**config.mk**
```make
export PLATFORM = sky130hd
export DESIGN_NAME = aes_key_sched_ctrl_flat
export DESIGN_NICKNAME = d
export VERILOG_FILES = /design/src/rtl/aes_key_sched_ctrl_if.sv /design/src/rtl/aes_key_sched_ctrl.sv /design/src/flat_wrapper.sv
export SDC_FILE = /design/constraint.sdc
export NUM_CORES = 2
export LEC_CHECK = 0
export ABC_AREA = 1
export CORE_MARGIN = 3
export CORE_UTILIZATION = 40
export CTS_CLUSTER_SIZE = 16
export DETAILED_ROUTE_END_ITERATION = 10
export SYNTH_ARGS = -nofsm -noshare
export SYNTH_HDL_FRONTEND = slang
export SYNTH_SLANG_ARGS = --single-unit
```
**constraint.sdc**
```tcl
create_clock -name clk -period 13.4 [get_ports clk]
set_clock_uncertainty 0.2 [all_clocks]
set_input_delay 2.68 -clock clk [delete_from_list [all_inputs] [get_ports clk]]
set_output_delay 2.68 -clock clk [all_outputs]
set_load 0.03 [all_outputs]
```
**src/rtl/aes_key_sched_ctrl_if.sv**
```systemverilog
// aes_key_sched_ctrl_if: key handshake, flush and round-key read bus of the key schedule controller.
interface aes_key_sched_ctrl_if #(parameter int DATA_WIDTH = 32);
    logic                      key_valid;
    logic                      key_ready;
    logic [4*DATA_WIDTH-1:0]   key_in;
    logic                      flush;
    logic                      keys_valid;
    logic                      rk_rd_en;
    logic [3:0]                rk_rd_idx;
    logic [4*DATA_WIDTH-1:0]   rk_rd_data;
    modport master (output key_valid, key_in, flush, rk_rd_en, rk_rd_idx,
                    input  key_ready, keys_valid, rk_rd_data);
    modport slave  (input  key_valid, key_in, flush, rk_rd_en, rk_rd_idx,
                    output key_ready, keys_valid, rk_rd_data);
endinterface

```
**src/rtl/aes_key_sched_ctrl.sv**
```systemverilog
// aes_key_sched_ctrl: sequences an external Key_Expansion core and stores the 11 AES-128 round keys.
// Optional KEY_REUSE_EN: a key re-offered in DONE that matches the stored key is accepted without re-expansion.
module aes_key_sched_ctrl #(
    parameter int DATA_WIDTH = 32
) (
    input  logic                   clk,
    input  logic                   rst_n,
    aes_key_sched_ctrl_if.slave    bus,
    output logic [2:0]             ke_fsm_out,
    output logic [3:0]             ke_count_out,
    output logic [DATA_WIDTH-1:0]  ke_data_out_0,
    output logic [DATA_WIDTH-1:0]  ke_data_out_1,
    output logic [DATA_WIDTH-1:0]  ke_data_out_2,
    output logic [DATA_WIDTH-1:0]  ke_data_out_3,
    input  logic [DATA_WIDTH-1:0]  ke_data_in_0,
    input  logic [DATA_WIDTH-1:0]  ke_data_in_1,
    input  logic [DATA_WIDTH-1:0]  ke_data_in_2,
    input  logic [DATA_WIDTH-1:0]  ke_data_in_3
);
    localparam int KW = 4 * DATA_WIDTH;
    typedef enum logic [2:0] {IDLE, LOAD, ARM, EXPAND, DONE} state_t;
    state_t         state, state_nx;
    logic [3:0]     cnt, cnt_nx;
    logic [KW-1:0]  key_q;
    logic [KW-1:0]  rk [0:10];
    logic           alive, hs, reuse, start;
    assign hs = bus.key_valid && bus.key_ready;
`ifdef KEY_REUSE_EN
    assign reuse = (state == DONE) && (bus.key_in == key_q);
`else
    assign reuse = 1'b0;
`endif
    assign start = hs && !reuse && !bus.flush;
    assign bus.key_ready = alive && (state == IDLE || state == DONE);
    always_comb begin
        state_nx      = state;
        cnt_nx        = cnt + 4'd1;
        ke_fsm_out    = 3'b000;
        ke_count_out  = 4'd0;
        ke_data_out_0 = '0;
        ke_data_out_1 = '0;
        ke_data_out_2 = '0;
        ke_data_out_3 = '0;
        case (state)
            IDLE, DONE: state_nx = start ? LOAD : state;
            LOAD: begin
                ke_fsm_out    = 3'b001;
                ke_data_out_0 = key_q[4*DATA_WIDTH-1 -: DATA_WIDTH];
                ke_data_out_1 = key_q[3*DATA_WIDTH-1 -: DATA_WIDTH];
                ke_data_out_2 = key_q[2*DATA_WIDTH-1 -: DATA_WIDTH];
                ke_data_out_3 = key_q[DATA_WIDTH-1 -: DATA_WIDTH];
                state_nx      = ARM;
                cnt_nx        = 4'd0;
            end
            ARM: begin
                ke_fsm_out = 3'b010;
                state_nx   = (cnt == 4'd1) ? EXPAND : ARM;
                cnt_nx     = (cnt == 4'd1) ? 4'd0 : cnt + 4'd1;
            end
            EXPAND: begin
                ke_fsm_out   = 3'b010;
                ke_count_out = (cnt > 4'd10) ? 4'd10 : cnt;
                state_nx     = (cnt == 4'd11) ? DONE : EXPAND;
            end
            default: state_nx = IDLE;
        endcase
        if (bus.flush) state_nx = IDLE;
    end
    always_ff @(posedge clk or negedge rst_n) begin
        if (!rst_n) begin
            state          <= IDLE;
            cnt            <= 4'd0;
            key_q          <= '0;
            alive          <= 1'b0;
            bus.keys_valid <= 1'b0;
            bus.rk_rd_data <= '0;
        end else begin
            state <= state_nx;
            cnt   <= cnt_nx;
            alive <= 1'b1;
            if (start) key_q <= bus.key_in;
            if (bus.flush || start) bus.keys_valid <= 1'b0;
            else if (state == EXPAND && cnt == 4'd11) bus.keys_valid <= 1'b1;
            if (bus.flush) bus.rk_rd_data <= '0;
            else if (bus.rk_rd_en)
                bus.rk_rd_data <= (bus.rk_rd_idx <= 4'd10 && bus.keys_valid) ? rk[bus.rk_rd_idx] : '0;
        end
    end
    // Core output lags ke_count_out by one cycle, so EXPAND cycle n stores slot n-1.
    always_ff @(posedge clk) begin
        if (state == EXPAND && cnt != 4'd0)
            rk[cnt - 4'd1] <= {ke_data_in_0, ke_data_in_1, ke_data_in_2, ke_data_in_3};
    end
endmodule
```
**src/flat_wrapper.sv**
```systemverilog
// flat-port wrapper written by rule: the top's interface ports become plain ports
module aes_key_sched_ctrl_flat 
#(
    parameter int DATA_WIDTH = 32
)
  (clk, rst_n, ke_fsm_out, ke_count_out, ke_data_out_0, ke_data_out_1, ke_data_out_2, ke_data_out_3, ke_data_in_0, ke_data_in_1, ke_data_in_2, ke_data_in_3, bus_key_valid, bus_key_in, bus_flush, bus_rk_rd_en, bus_rk_rd_idx, bus_key_ready, bus_keys_valid, bus_rk_rd_data);
  aes_key_sched_ctrl_if #(.DATA_WIDTH(DATA_WIDTH)) bus_i ();
  input  logic clk;
  input  logic rst_n;
  output logic [2:0] ke_fsm_out;
  output logic [3:0] ke_count_out;
  output logic [DATA_WIDTH-1:0] ke_data_out_0;
  output logic [DATA_WIDTH-1:0] ke_data_out_1;
  output logic [DATA_WIDTH-1:0] ke_data_out_2;
  output logic [DATA_WIDTH-1:0] ke_data_out_3;
  input  logic [DATA_WIDTH-1:0] ke_data_in_0;
  input  logic [DATA_WIDTH-1:0] ke_data_in_1;
  input  logic [DATA_WIDTH-1:0] ke_data_in_2;
  input  logic [DATA_WIDTH-1:0] ke_data_in_3;
  input wire logic [$bits(bus_i.key_valid)-1:0] bus_key_valid;
  input wire logic [$bits(bus_i.key_in)-1:0] bus_key_in;
  input wire logic [$bits(bus_i.flush)-1:0] bus_flush;
  input wire logic [$bits(bus_i.rk_rd_en)-1:0] bus_rk_rd_en;
  input wire logic [$bits(bus_i.rk_rd_idx)-1:0] bus_rk_rd_idx;
  output wire logic [$bits(bus_i.key_ready)-1:0] bus_key_ready;
  output wire logic [$bits(bus_i.keys_valid)-1:0] bus_keys_valid;
  output wire logic [$bits(bus_i.rk_rd_data)-1:0] bus_rk_rd_data;
  assign bus_i.key_valid = bus_key_valid;
  assign bus_i.key_in = bus_key_in;
  assign bus_i.flush = bus_flush;
  assign bus_i.rk_rd_en = bus_rk_rd_en;
  assign bus_i.rk_rd_idx = bus_rk_rd_idx;
  assign bus_key_ready = bus_i.key_ready;
  assign bus_keys_valid = bus_i.keys_valid;
  assign bus_rk_rd_data = bus_i.rk_rd_data;
  aes_key_sched_ctrl #(.DATA_WIDTH(DATA_WIDTH)) u_core (.clk(clk), .rst_n(rst_n), .bus(bus_i), .ke_fsm_out(ke_fsm_out), .ke_count_out(ke_count_out), .ke_data_out_0(ke_data_out_0), .ke_data_out_1(ke_data_out_1), .ke_data_out_2(ke_data_out_2), .ke_data_out_3(ke_data_out_3), .ke_data_in_0(ke_data_in_0), .ke_data_in_1(ke_data_in_1), .ke_data_in_2(ke_data_in_2), .ke_data_in_3(ke_data_in_3));
endmodule
```
==> reports/qor.txt <==
Core area: 163000 um2
CP Buf/Inv Count: 3
Die width: 412 um
Fin nets: 6266
Top Family by Delay on Critical Path: buffers and inverters
CTS tree: yes
Final setup TNS: 0 ns
Worst VDD drop: 0.149 mV
Gate power share: 0.113
GRT Total Usage: 0.216
CP required: 10.52 ns
Root buffer cell: clkbuf_16
Clk slew on worst S/H paths: 0.06 ns
Vias in the first global route: 41500
Place WS: 6.92 ns
Path type of the worst setup path: reg -> out
Power per Cell Area: 153 nW/um2
Die height: 412 um
Post-Syn Area: 65800 um2
Cells after synthesis: 5582
Max_slew headroom: 0.150
Sequential share of power: 0.496
Fill cell count: 14400
Max-cap violations: 0
Setup violations, final: 0
RSZ-0062 raised after global routing: false
Num ports: 530
Full die area: 169000 um2
Leak pwr: 0.0287 uW
Post-layout min period: 6.45 ns
First-pass GRT wire length: 275 mm
Worst hold slack: 0.275 ns
DR vias: 43600
Most common cell after layout, fill and taps aside: nand2_1
Mean post-synth cell area: 11.8 um2
Starting Density: 0.403
Net Switching: 3010 uW
Seq cells post-synth: 1673
Worst path arrival time: 3.57 ns
Final worst slack: 6.95 ns
Worst path slowest cell: clkdlybuf4s50_1
Buffers inserted during post-CTS setup optimization: 0
Net Count, Synth: 5854
Vias/cell: 5.23
Register area share after synthesis: 0.743
FMAX: 0.155 GHz
Hold buffers post-CTS: 0
Critical path capture point type: output port
DPL Wire Length: 96.3 mm
# DRC: 0
Status: finished clean
Reg-to-Reg Start: u_core.cnt[0]
Pin count of the biggest net entering global routing: 208
Switching part of the total: 0.251
Min-Delay Path Class: reg -> reg
Clock Latency Late Sink: 0.81 ns
Synth unique cells: 23
Sink Count: 1673
Most frequent cells in the layout: nand2_1, edfxtp_1, nand3_1
Clock power share: 0.391
Row Count: 148
Hold path startpoint: u_core.bus.rk_rd_data[102]
First-pass detailed-route iteration total: 6
CP Launch Type: flop
Worst Path Max Fanout: 88
Internal power: 9010 uW
WL per Instance: 22.4 um
Antenna violation net count after detailed routing: 0
Share of layout cells above drive strength 1: 0.0532
Yosys warns: 0
Post-cts sizing count: 0
Critical path's largest stage delay: 0.75 ns
Worst-Margin Slew: 1.28 ns
Slew Limit Fails: 0
Area Overhead vs Synth: 19.3%
Final wirelength: 187 mm
I/O Buffers: 528
Register Area: 48900 um2
Final hold viol count: 0
Total gr overflow: 0
H-tree depth: 4
Initial antenna violation count: 23
Period utilisation layout: 0.482
Routability Congestion: 0.867
Clock Path Buffers: 3
Number of CTS-inserted buffers: 173
Crit path cell chain: inv_1 -> nand3_4 -> buf_4 -> nor2_1 -> clkdlybuf4s50_1
Critical Path Start: u_core.state[2]
Multi-input gate area: 14800 um2
Initial drt markers: 4291
-- registers in the layout, summed over array words and instances (netlist names) --
signal,count
u_core.cnt,4
u_core.bus.keys_valid,1
u_core.alive,1
u_core.key_q,128
u_core.state,3
u_core.rk,1408
u_core.bus.rk_rd_data,128
-- area by class of cell --
cell class / instances / share of cell area
timing repair buffer: 591 / 0.0745
sequential: 1673 / 0.623
inverter: 149 / 0.00754
clock inverter: 78 / 0.0101
tap: 2175 / 0.0347
multi-input combinational: 3406 / 0.188
clock buffer: 246 / 0.0612
antenna: 16 / 0.000510
-- per-stage QoR --
stage | utilization | power, uW | area [um2] | cells
floorplan | - | 6840 | 65800 | 5582
global placement | 0.447 | 7420 | 72800 | 7994
detailed placement | 0.447 | 7440 | 72800 | 7994
CTS | 0.481 | 12100 | 78400 | 8318
global route | 0.481 | 12500 | 78500 | 8322
finish | 0.481 | 12000 | 78500 | 8334
-- synth_stat cells --
library cell,number,area share
nand2_1,1554,0.089
edfxtp_1,1408,0.64
nand3_1,906,0.069
nor2_1,408,0.023
dfrtp_1,265,0.10
o21ai_0,259,0.020
a21oi_1,257,0.020
buf_2,173,0.013
inv_1,148,0.0084
clkbuf_1,125,0.0071
buf_1,26,0.0015
buf_4,25,0.0029
ha_1,7,0.0013
buf_6,5,0.00086
nor3_1,4,0.00030
xor2_1,3,0.00040
conb_1,2,0.00011
nand4_1,2,0.00019
a211oi_1,1,0.00011
a31oi_1,1,0.000095
inv_2,1,0.000057
or2_1,1,0.000095
xnor2_1,1,0.00013
-- routing by layer --
metal  track usage  vias to the layer above  share of wire
met4        0.0638                       12          0.024
met1         0.299                    21500           0.43
met2         0.340                     1639           0.47
li1              -                    20200              -
met5             0                        -        0.00047
met3        0.0482                      256          0.081
-- path summary, 6_finish.rpt --
check	endpoint	slack, ns	cells after the start
min in group asynchronous	u_core.key_q[25]	1.73	1
worst max-delay path	ke_data_out_2[24]	6.95	5
worst min-delay path	u_core.bus.rk_rd_data[102]	0.27	2
worst max register to register	u_core.rk[10][5]	8.75	10
worst min register to register	u_core.bus.rk_rd_data[102]	0.27	2
max in group asynchronous	u_core.bus.rk_rd_data[81]	9.73	2
-- worst min-delay path: stages, from the launching register on --
cell and delay, ns:
dfrtp_1 0.34, nand2_1 0.05, nand2_1 0.05
-- cells by family (layout without fill, tap and decap cells) --
kind of cell	after synthesis	in the layout	share of synthesized area
buf+inv	503	1064	0.0340
xor+xnor	4	4	0.000532
flops	1673	1673	0.743
fa+ha+maj	7	7	0.00133
other cells	2	18	0.000114
simple gates	2875	2875	0.181
compound gates	518	518	0.0394
-- power by group through the flow --
| stage | combinational (uW) | clock (uW) | sequential, uW |
|---|---|---|---|
| 2_1_floorplan | 775 | 0 | 6070 |
| 6_report | 1360 | 4700 | 5960 |
| 3_3_place_gp | 1360 | 0 | 6060 |
| 3_5_place_dp | 1370 | 0 | 6070 |
| 4_1_cts | 1380 | 4800 | 5960 |
| 5_1_grt | 1490 | 5020 | 5980 |
Power figures use the tool's default switching activity.
